File: src/rtl/sw_array_ctrl_if.sv
// Job/host and PE-0 bundle for the Smith-Waterman array sequencer.
// The slave side is the sequencer; the master side is the host, buffer and PE chain.
interface sw_array_ctrl_if #(
    parameter int WIDTH           = 10,
    parameter int REF_LEN_WIDTH   = 10,
    parameter int QUERY_LEN_WIDTH = 10
);
    logic                       start;
    logic                       ready;
    logic                       busy;
    logic [REF_LEN_WIDTH-1:0]   ref_len_in;
    logic [QUERY_LEN_WIDTH-1:0] query_len_in;
    logic [7*WIDTH-1:0]         score_params_in;
    logic [7*WIDTH-1:0]         score_params_out;
    logic                       set_param;
    logic                       last;
    logic                       ref_rd_en;
    logic [REF_LEN_WIDTH-1:0]   ref_rd_addr;
    logic [2:0]                 ref_rd_data;
    logic [2:0]                 T_out;
    logic                       init_out;
    logic [WIDTH-1:0]           init_V;
    logic [WIDTH-1:0]           init_E;
    logic                       compute_max;
    logic [QUERY_LEN_WIDTH-1:0] block_idx;
    logic                       done;

    modport master (
        output start, ref_len_in, query_len_in, score_params_in, ref_rd_data,
        input  ready, busy, score_params_out, set_param, last, ref_rd_en, ref_rd_addr,
               T_out, init_out, init_V, init_E, compute_max, block_idx, done
    );

    modport slave (
        input  start, ref_len_in, query_len_in, score_params_in, ref_rd_data,
        output ready, busy, score_params_out, set_param, last, ref_rd_en, ref_rd_addr,
               T_out, init_out, init_V, init_E, compute_max, block_idx, done
    );
endinterface

File: src/rtl/sw_array_ctrl.sv
// Sequencer for a linear Smith-Waterman PE array: splits the query into NUM_PE-row
// blocks, streams the reference through PE 0 per block, then runs max-reduction.
module sw_array_ctrl #(
    parameter int WIDTH           = 10,
    parameter int REF_LEN_WIDTH   = 10,
    parameter int QUERY_LEN_WIDTH = 10,
    parameter int NUM_PE          = 4,
    parameter int LOG_NUM_PE      = 2
) (
    input  logic          clk,
    input  logic          rst,
    sw_array_ctrl_if.slave bus
);

    typedef enum logic [2:0] {IDLE, PARAM, STREAM, DRAIN, REDUCE, DONE} state_t;

    localparam logic [LOG_NUM_PE:0] DRAIN_LAST  = (LOG_NUM_PE+1)'(NUM_PE);
    localparam logic [LOG_NUM_PE:0] REDUCE_LAST = (LOG_NUM_PE+1)'(NUM_PE - 1);

    state_t                     state;
    state_t                     state_next;
    logic [REF_LEN_WIDTH-1:0]   ref_len_q;
    logic [QUERY_LEN_WIDTH-1:0] last_blk_q;
    logic [REF_LEN_WIDTH-1:0]   addr_q;
    logic [LOG_NUM_PE:0]        cnt_q;
    logic [QUERY_LEN_WIDTH-1:0] blk_q;
    logic                       init_q;
    logic                       addr_end;
    logic                       job_zero;

    assign addr_end = (addr_q == ref_len_q - REF_LEN_WIDTH'(1));
    assign job_zero = (bus.ref_len_in == '0) || (bus.query_len_in == '0);

    always_ff @(posedge clk or posedge rst) begin
        if (rst) state <= IDLE;
        else     state <= state_next;
    end

    always_comb begin
        state_next      = state;
        bus.ready       = 1'b0;
        bus.busy        = 1'b1;
        bus.set_param   = 1'b0;
        bus.ref_rd_en   = 1'b0;
        bus.compute_max = 1'b0;
        bus.done        = 1'b0;
        case (state)
            IDLE: begin
                bus.ready = 1'b1;
                bus.busy  = 1'b0;
                if (bus.start) state_next = job_zero ? DONE : PARAM;
            end
            PARAM: begin
                bus.set_param = 1'b1;
                state_next    = STREAM;
            end
            STREAM: begin
                bus.ref_rd_en = 1'b1;
                if (addr_end) state_next = DRAIN;
            end
            DRAIN: begin
                if (cnt_q == DRAIN_LAST) state_next = (blk_q == last_blk_q) ? REDUCE : PARAM;
            end
            REDUCE: begin
                bus.compute_max = 1'b1;
                if (cnt_q == REDUCE_LAST) state_next = DONE;
            end
            DONE: begin
                bus.done   = 1'b1;
                state_next = IDLE;
            end
            default: state_next = IDLE;
        endcase
    end

    // last_blk_q holds ceil(query_len/NUM_PE)-1 directly, avoiding a wider block count.
    always_ff @(posedge clk or posedge rst) begin
        if (rst) begin
            ref_len_q            <= '0;
            last_blk_q           <= '0;
            addr_q               <= '0;
            cnt_q                <= '0;
            blk_q                <= '0;
            bus.score_params_out <= '0;
        end else begin
            case (state)
                IDLE: begin
                    if (bus.start) begin
                        ref_len_q            <= bus.ref_len_in;
                        last_blk_q           <= (bus.query_len_in - QUERY_LEN_WIDTH'(1)) >> LOG_NUM_PE;
                        score_params_latch();
                        addr_q               <= '0;
                        cnt_q                <= '0;
                        blk_q                <= '0;
                    end
                end
                STREAM: addr_q <= addr_end ? '0 : addr_q + REF_LEN_WIDTH'(1);
                DRAIN: begin
                    if (cnt_q == DRAIN_LAST) begin
                        cnt_q <= '0;
                        if (blk_q != last_blk_q) blk_q <= blk_q + QUERY_LEN_WIDTH'(1);
                    end else begin
                        cnt_q <= cnt_q + 1'b1;
                    end
                end
                REDUCE: cnt_q <= (cnt_q == REDUCE_LAST) ? '0 : cnt_q + 1'b1;
                default: ;
            endcase
        end
    end

    task automatic score_params_latch();
        bus.score_params_out <= bus.score_params_in;
    endtask

    // The reference buffer already registers its read, so the buffer output is the
    // registered base; only the enable needs a matching delay stage.
    always_ff @(posedge clk or posedge rst) begin
        if (rst) init_q <= 1'b0;
        else     init_q <= bus.ref_rd_en;
    end

    assign bus.init_out    = init_q;
    assign bus.T_out       = init_q ? bus.ref_rd_data : 3'd0;
    assign bus.ref_rd_addr = addr_q;
    assign bus.block_idx   = blk_q;
    assign bus.last        = (state != IDLE) && (state != DONE) && (blk_q == last_blk_q);
    assign bus.init_V      = '0;
    assign bus.init_E      = {2'b11, {(WIDTH-2){1'b0}}};

endmodule

File: src/flat_wrapper.sv
// flat-port wrapper written by rule: the top's interface ports become plain ports
module sw_array_ctrl_flat 
#(
    parameter int WIDTH           = 10,
    parameter int REF_LEN_WIDTH   = 10,
    parameter int QUERY_LEN_WIDTH = 10,
    parameter int NUM_PE          = 4,
    parameter int LOG_NUM_PE      = 2
)
  (clk, rst, bus_start, bus_ref_len_in, bus_query_len_in, bus_score_params_in, bus_ref_rd_data, bus_ready, bus_busy, bus_score_params_out, bus_set_param, bus_last, bus_ref_rd_en, bus_ref_rd_addr, bus_T_out, bus_init_out, bus_init_V, bus_init_E, bus_compute_max, bus_block_idx, bus_done);
  sw_array_ctrl_if #(.WIDTH(WIDTH), .REF_LEN_WIDTH(REF_LEN_WIDTH), .QUERY_LEN_WIDTH(QUERY_LEN_WIDTH)) bus_i ();
  input  logic clk;
  input  logic rst;
  input wire logic [$bits(bus_i.start)-1:0] bus_start;
  input wire logic [$bits(bus_i.ref_len_in)-1:0] bus_ref_len_in;
  input wire logic [$bits(bus_i.query_len_in)-1:0] bus_query_len_in;
  input wire logic [$bits(bus_i.score_params_in)-1:0] bus_score_params_in;
  input wire logic [$bits(bus_i.ref_rd_data)-1:0] bus_ref_rd_data;
  output wire logic [$bits(bus_i.ready)-1:0] bus_ready;
  output wire logic [$bits(bus_i.busy)-1:0] bus_busy;
  output wire logic [$bits(bus_i.score_params_out)-1:0] bus_score_params_out;
  output wire logic [$bits(bus_i.set_param)-1:0] bus_set_param;
  output wire logic [$bits(bus_i.last)-1:0] bus_last;
  output wire logic [$bits(bus_i.ref_rd_en)-1:0] bus_ref_rd_en;
  output wire logic [$bits(bus_i.ref_rd_addr)-1:0] bus_ref_rd_addr;
  output wire logic [$bits(bus_i.T_out)-1:0] bus_T_out;
  output wire logic [$bits(bus_i.init_out)-1:0] bus_init_out;
  output wire logic [$bits(bus_i.init_V)-1:0] bus_init_V;
  output wire logic [$bits(bus_i.init_E)-1:0] bus_init_E;
  output wire logic [$bits(bus_i.compute_max)-1:0] bus_compute_max;
  output wire logic [$bits(bus_i.block_idx)-1:0] bus_block_idx;
  output wire logic [$bits(bus_i.done)-1:0] bus_done;
  assign bus_i.start = bus_start;
  assign bus_i.ref_len_in = bus_ref_len_in;
  assign bus_i.query_len_in = bus_query_len_in;
  assign bus_i.score_params_in = bus_score_params_in;
  assign bus_i.ref_rd_data = bus_ref_rd_data;
  assign bus_ready = bus_i.ready;
  assign bus_busy = bus_i.busy;
  assign bus_score_params_out = bus_i.score_params_out;
  assign bus_set_param = bus_i.set_param;
  assign bus_last = bus_i.last;
  assign bus_ref_rd_en = bus_i.ref_rd_en;
  assign bus_ref_rd_addr = bus_i.ref_rd_addr;
  assign bus_T_out = bus_i.T_out;
  assign bus_init_out = bus_i.init_out;
  assign bus_init_V = bus_i.init_V;
  assign bus_init_E = bus_i.init_E;
  assign bus_compute_max = bus_i.compute_max;
  assign bus_block_idx = bus_i.block_idx;
  assign bus_done = bus_i.done;
  sw_array_ctrl #(.WIDTH(WIDTH), .REF_LEN_WIDTH(REF_LEN_WIDTH), .QUERY_LEN_WIDTH(QUERY_LEN_WIDTH), .NUM_PE(NUM_PE), .LOG_NUM_PE(LOG_NUM_PE)) u_core (.clk(clk), .rst(rst), .bus(bus_i));
endmodule
File: config.mk
export PLATFORM = sky130hd
export DESIGN_NAME = sw_array_ctrl_flat
export DESIGN_NICKNAME = d
export VERILOG_FILES = /design/src/rtl/sw_array_ctrl_if.sv /design/src/rtl/sw_array_ctrl.sv /design/src/flat_wrapper.sv
export SDC_FILE = /design/constraint.sdc
export NUM_CORES = 1
export LEC_CHECK = 0
export ABC_CLOCK_PERIOD_IN_PS = 5460
export CAP_MARGIN = 20
export CORE_MARGIN = 8
export CORE_UTILIZATION = 44
export DETAILED_ROUTE_END_ITERATION = 10
export GPL_ROUTABILITY_DRIVEN = 0
export PLACE_DENSITY_LB_ADDON = 0.15
export SYNTH_ARGS = -nofsm -noshare
export SYNTH_HDL_FRONTEND = slang
export SYNTH_SLANG_ARGS = --single-unit
File: constraint.sdc
create_clock -name clk -period 5.46 [get_ports clk]
set_clock_uncertainty 0.2 [all_clocks]
set_input_delay 1.365 -clock clk [delete_from_list [all_inputs] [get_ports clk]]
set_output_delay 1.365 -clock clk [all_outputs]
set_load 0.03 [all_outputs]
==> results of run 1 <==
sequential cells by signal, summed over array words and instances (netlist names):
signal                       cells
u_core.bus.block_idx            10
u_core.bus.init_out              1
u_core.bus.ref_rd_addr          10
u_core.bus.score_params_out     70
u_core.cnt_q                     3
u_core.last_blk_q                8
u_core.ref_len_q                10
u_core.state                     3
critical path, cell delays in order (launching register included):
cell	delay, ns
dfrtp_1	0.46
xor2_1	0.20
nor4_1	0.44
nand3_1	0.20
nor3_1	0.20
clkdlybuf4s50_1	0.71
cell usage in the layout, fill, tap and decap left out, types with 4 or more instances in the layout:
cell / netlist / final
nand2b_1: 7 / 7
nand2_1: 19 / 19
nand3_1: 7 / 7
nor2_1: 35 / 35
and2_1: 7 / 6
xor2_1: 25 / 25
nor4_1: 4 / 4
conb_1: 2 / 20
inv_1: 13 / 12
nand4_1: 7 / 7
clkbuf_8: 0 / 8
and3_1: 7 / 7
nor3_1: 10 / 10
clkdlybuf4s50_1: 0 / 196
a21oi_1: 15 / 15
xnor2_1: 13 / 13
o21ai_0: 11 / 11
mux2_2: 79 / 79
clkbuf_16: 0 / 17
ha_1: 7 / 7
dfrtp_1: 115 / 115
a31oi_1: 8 / 8
where the power goes:
part | leakage, uW | switching (uW) | internal [uW]
sequential | 0.00144 | 311 | 1240
clock | 0.000293 | 367 | 719
combinational | 0.00174 | 1240 | 1050
layout make-up:
cell class                 count  area (um^2)
clock buffer                  28          547
fill                         945         3980
timing repair buffer         199         2000
inverter                      13         51.3
sequential                   115         2880
multi-input combinational    317         2360
tap                          168          210
clock inverter                 3         40.0
how the worst min path moves through the flow:
stage / startpoint / end / slack [ns] / cells after the start
3_3_place_gp: u_core.cnt_q[0]$_DFFE_PP0P_ / u_core.cnt_q[0]$_DFFE_PP0P_ / 0.29 / 1
3_5_place_dp: u_core.bus.score_params_out[30]$_DFFE_PP0P_ / u_core.bus.score_params_out[30]$_DFFE_PP0P_ / 0.30 / 1
4_1_cts: u_core.cnt_q[0]$_DFFE_PP0P_ / u_core.cnt_q[0]$_DFFE_PP0P_ / 0.30 / 1
2_1_floorplan: u_core.cnt_q[0]$_DFFE_PP0P_ / u_core.cnt_q[0]$_DFFE_PP0P_ / 0.27 / 1
5_1_grt: u_core.bus.score_params_out[3]$_DFFE_PP0P_ / u_core.bus.score_params_out[3]$_DFFE_PP0P_ / 0.32 / 1
6_report: u_core.cnt_q[0]$_DFFE_PP0P_ / u_core.cnt_q[0]$_DFFE_PP0P_ / 0.30 / 1
logic make-up (layout without fill, tap and decap cells):
family	after synthesis	in the layout	synth area share, %
and+or+nand+nor	118	118	11.2
DFF	115	115	52.6
muxes	80	80	16.5
buffers and inverters	57	243	5.52
AOI/OAI and AO/OA	54	54	6.39
xor gates and xnor gates	38	38	6.09
adders and majority gates	7	7	1.60
other	2	20	0.137
through the flow:
stage	setup slack (ns)	power, uW	instances	cell area (um^2)	utilization [%]
3_3_place_gp	1.29	3790	812	7490	62.1
3_5_place_dp	1.30	3860	812	7490	62.1
4_1_cts	1.26	4980	843	8080	67.0
6_report	1.29	4930	843	8080	67.0
5_1_grt	1.05	5200	843	8080	67.0
2_1_floorplan	0.851	2920	489	5530	-
routing by layer:
layer  up-vias  global-route usage (%)
met4         0                    8.12
met5         -                       0
met2       167                    32.3
met1      2054                    19.8
met3        21                    10.9
li1       1985                       -
==> metrics, run 1 <==
Tcrit/Tclk final=about 76%; Die X=approximately 130 um; f_max=roughly 240 MHz; routed via count=around 4,200; Peak VDD IR=around 0.43 mV; die area=approximately 16,000 um^2; CTS Root Cell=clkbuf_16; final net count=approximately 770; area growth from synthesis to layout=47.8%; synthesized area=between 5000 and 6000 um^2; vias in the first global route=~4,600; wire length on met2=7.58 mm; Slew headroom=a little under three fifths; r2r setup slk=approximately 2.4 ns; M1 WL=about 5.7 mm; RSZ-0062 raised after global routing=no; CP startpoint kind=register; Post-synth EDFFs=0; total core area=around 12,000 um^2; # Max-Cap Violations=0; CTS Sinks=115; layout cells sized above 1=around 17%; Bufs on Longest Clock Path=2; asr flop ratio synth=100%; DRC viols=0; Setup violations, final=0; first-pass GRT wire length=roughly 25 mm; clk_lat worst skew=slightly above 0.4 ns; leading area contributor after synthesis=dfrtp_1; crit path kind=register to output pin; status=finished, final reports clean; CP max FO=7; post-CTS sizing=0; CTS tree=done; Row Count=40; PD cells=610 nW/um^2; Mapped Avg Cell Area=11.6 um^2; Worst setup EP type=output pin; GRT Total Usage=about a fifth; Worst EP required=between 3 and 4 ns; top area cells in the synthesized netlist=dfrtp_1, mux2_2, xor2_1, buf_4, nor2_1; Synth warnings=0; highest routed layer=met4; crit path time final=~4.2 ns; Setup Total Neg Slack=0 ns; Post-synth top cells=dfrtp_1, mux2_2, nor2_1, xor2_1, buf_4; # IOs=roughly 220; reg2reg start=u_core.ref_len_q[0]$_DFFE_PP0P_; Final Max Slew Viols=0; Routed Antenna Nets=0; post-synth top area share=between 50% and 60%; flops & latches, synth=115; arrival time at the worst endpoint=2.61 ns; Initial Utilization=45.3%; DR pass1 iterations=4; DIE HEIGHT=between 100 and 150 um; post-DR vias/cell=roughly 5; crit path launch=u_core.bus.block_idx[1]$_DFFE_PP0P_; hold crit path type=register to register; CTS Buf Count=17; wirelength, routed=~15 mm; initial antenna violation count=0; H-tree depth=4; setup bufs post-CTS=0; Worst R2R End=u_core.bus.ref_rd_addr[0]$_DFFE_PP0P_; Leakage=between 0.003 and 0.004 uW; final number of hold-violating endpoints=0; ys flop type=dfrtp_1; Distinct cells, synth=52; dominant cell by count in the synthesized netlist=dfrtp_1; Hold Slack=0.301 ns; Worst-Margin Slew=0.640 ns; metal3 WL=around 1.8 mm; overflow left after global routing=0; Synth Instances=roughly 470; port bufs=between 150 and 200; R2R cell count=8; number of hold buffers added after CTS=0; routed len/inst=around 18 um; sequential fraction of the synthesis area=a little over half; clock slew at reported path FFs=0.05 ns; Setup crit end=bus_last; Initial DRC Count=235; post-DP HPWL=approximately 12 mm; largest net degree at the start of global routing=107; ANT cells=0
(Power assumes the default switching activity.)
==> run 2, diff against run 1 <==
- ABC_CLOCK_PERIOD_IN_PS: 5460 -> 3900
- clock period: 5.46 -> 3.9 ns (I/O delays scaled with it)
==> run 2 against run 1 <==
Against the previous run: wire length rose by 0.10%; clock power rose by 30%; register-to-register slack got worse by 1.6 ns; setup slack got worse by 1.1 ns; hold slack improved by 0.0027 ns; critical path depth did not move; via count rose by 0.83%; global-route usage fell by 0.28 points; combinational power rose by 41%; clock-buffer cell count did not move.
==> metrics, run 2 (synthesized netlist as in run 1, its figures left out) <==
Setup Total Neg Slack=0 ns (unchanged); Leakage=0.00345 uW (was 0.00347 uW); Final Max Slew Viols=0 (unchanged); # IOs=217 (unchanged); sw frac=39.7% (was 39.0%); total power=6820 uW (was 4930 uW); CTS tree=done (unchanged); clk_lat worst skew=0.41 ns (about the same); crit path kind=register to output pin (unchanged); Slew headroom=59.5% (was 57.3%); P_int=4110 uW (was 3010 uW); Worst EP required=2.72 ns (was 3.89 ns); Die X=127 um (unchanged); Place WS=0.476 ns (was 1.30 ns); commonest non-fill, non-tap cell in the layout=clkdlybuf4s50_1 (unchanged); routed via count=4,262 (was 4,227); CTS Buf Count=17 (unchanged); sequential cell fraction of total power=31.8% (was 31.4%); final net count=766 (unchanged); status=finished, final reports clean (unchanged); # Max-Cap Violations=0 (unchanged); crit path time final=3.69 ns; H-tree depth=4 (unchanged); Initial Utilization=45.3% (unchanged); R2R cell count=8 (unchanged); number of hold buffers added after CTS=0 (unchanged); Layout Cells excl Fill=844 (was 843); CTS Root Cell=clkbuf_16 (unchanged); final number of hold-violating endpoints=0 (unchanged); port bufs=196 (unchanged); layout cells sized above 1=17.3% (about the same); post-DR vias/cell=5.05 (was 5.01); first-pass GRT wire length=24.0 mm (was 24.5 mm); Setup violations, final=0 (unchanged); largest net degree at the start of global routing=107 (unchanged); power share of the clock group=20.8% (was 22.0%); most frequent cells in the layout=clkdlybuf4s50_1, dfrtp_1, mux2_2 (unchanged); area growth from synthesis to layout=47.4% (was 47.8%); PD cells=846 nW/um^2 (was 610 nW/um^2); DIE HEIGHT=127 um (unchanged); initial antenna violation count=0 (unchanged); DR pass1 iterations=4 (unchanged); dpl cells=812 (unchanged); wirelength, routed=15.4 mm (about the same); die area=16,200 um^2 (unchanged); post-layout util=66.8% (was 67.0%); Peak VDD IR=0.500 mV (was 0.432 mV); CP startpoint kind=register (unchanged); Bufs on Longest Clock Path=2 (unchanged); clock slew at reported path FFs=0.05 ns (about the same); Largest register FFs=70 (unchanged); Worst setup EP type=output pin (unchanged); post-DP HPWL=11.5 mm (about the same); Worst-Margin Slew=0.607 ns (was 0.640 ns); CP max FO=7 (unchanged); Routed Antenna Nets=0 (unchanged); switching power of the nets=2710 uW (was 1920 uW); hold crit path type=register to register (unchanged); combinational power share=47.4% (was 46.6%); arrival time at the worst endpoint=2.52 ns (was 2.61 ns); GRT Total Usage=19.2% (was 19.4%); hold depth=1 (unchanged); Row Count=40 (unchanged); Initial DRC Count=238 (was 235); overflow left after global routing=0 (unchanged); DRC viols=0 (unchanged); CTS Sinks=115 (unchanged); f_max=271 MHz; final worst setup slack=0.209 ns (was 1.29 ns); routed len/inst=18.2 um (about the same); ANT cells=0 (unchanged); Tcrit/Tclk final=between 90% and 100%; Largest Register=u_core.bus.score_params_out (unchanged); vias in the first global route=4,469 (was 4,583); RSZ-0062 raised after global routing=no (unchanged); total core area=12,100 um^2 (unchanged)
-- run 2: critical path: stages, from the launching register on --
cell and delay, ns:
dfrtp_1 0.46, xor2_1 0.21, nor4_2 0.34, nand3_1 0.17, nor3_1 0.22, clkdlybuf4s50_1 0.70
-- run 2: area by class of cell --
| cell class | instances | area [um^2] |
|---|---|---|
| Clock buffer | 28 | 527 |
| Multi-Input combinational cell | 317 | 2360 |
| Fill cell | 922 | 4000 |
| Timing Repair Buffer | 199 | 2010 |
| Tap cell | 168 | 210 |
| Inverter | 13 | 52.6 |
| Clock inverter | 4 | 20.0 |
| Sequential cell | 115 | 2880 |
-- run 2: path summary, 6_finish.rpt --
check | start | to | slack (ns)
worst max register to register | u_core.ref_len_q[0]$_DFFE_PP0P_ | u_core.bus.ref_rd_addr[0]$_DFFE_PP0P_ | 0.80
max in group asynchronous | rst | u_core.last_blk_q[7]$_DFFE_PP0P_ | 1.94
worst min-delay path | u_core.bus.score_params_out[17]$_DFFE_PP0P_ | u_core.bus.score_params_out[17]$_DFFE_PP0P_ | 0.30
min in group asynchronous | rst | u_core.bus.score_params_out[38]$_DFFE_PP0P_ | 0.78
worst min register to register | u_core.bus.score_params_out[17]$_DFFE_PP0P_ | u_core.bus.score_params_out[17]$_DFFE_PP0P_ | 0.30
worst max-delay path | u_core.bus.block_idx[1]$_DFFE_PP0P_ | bus_last | 0.21
-- run 2: metrics by stage --
step           hold slack, ns  cell area [um^2]
4_1_cts                 0.305              8050
2_1_floorplan           0.267              5540
5_1_grt                 0.311              8060
3_3_place_gp            0.288              7510
6_report                0.304              8060
3_5_place_dp            0.295              7510
-- run 2: what timing repair did --
action / in CTS / in global routing
resized for setup: 0 / 1
buffers inserted: 0 / 0
setup endpoints to repair: 0 / 1
hold endpoints to repair: 0 / 0
-- run 2: metal layers --
metal	wire (um)	global-route usage (%)	vias up	share of wire [%]
met5	0	0	-	0
met4	366	8.82	0	2.4
met3	1590	9.23	26	10
met2	7490	30.9	173	49
met1	5930	21.0	2071	39
li1	-	-	1992	-
-- run 2: power by group through the flow --
stage / clock network (uW) / logic (uW) / registers [uW]
3_3_place_gp: 0 / 3180 / 2140
4_1_cts: 1450 / 3260 / 2170
2_1_floorplan: 0 / 1200 / 2900
5_1_grt: 1490 / 3440 / 2250
3_5_place_dp: 0 / 3240 / 2180
6_report: 1420 / 3230 / 2170
==> run 3, diff against run 2 <==
- CAP_MARGIN: 20 -> not set
==> results of run 3 <==
Final layout, timing and power as in run 2 (identical DEF).
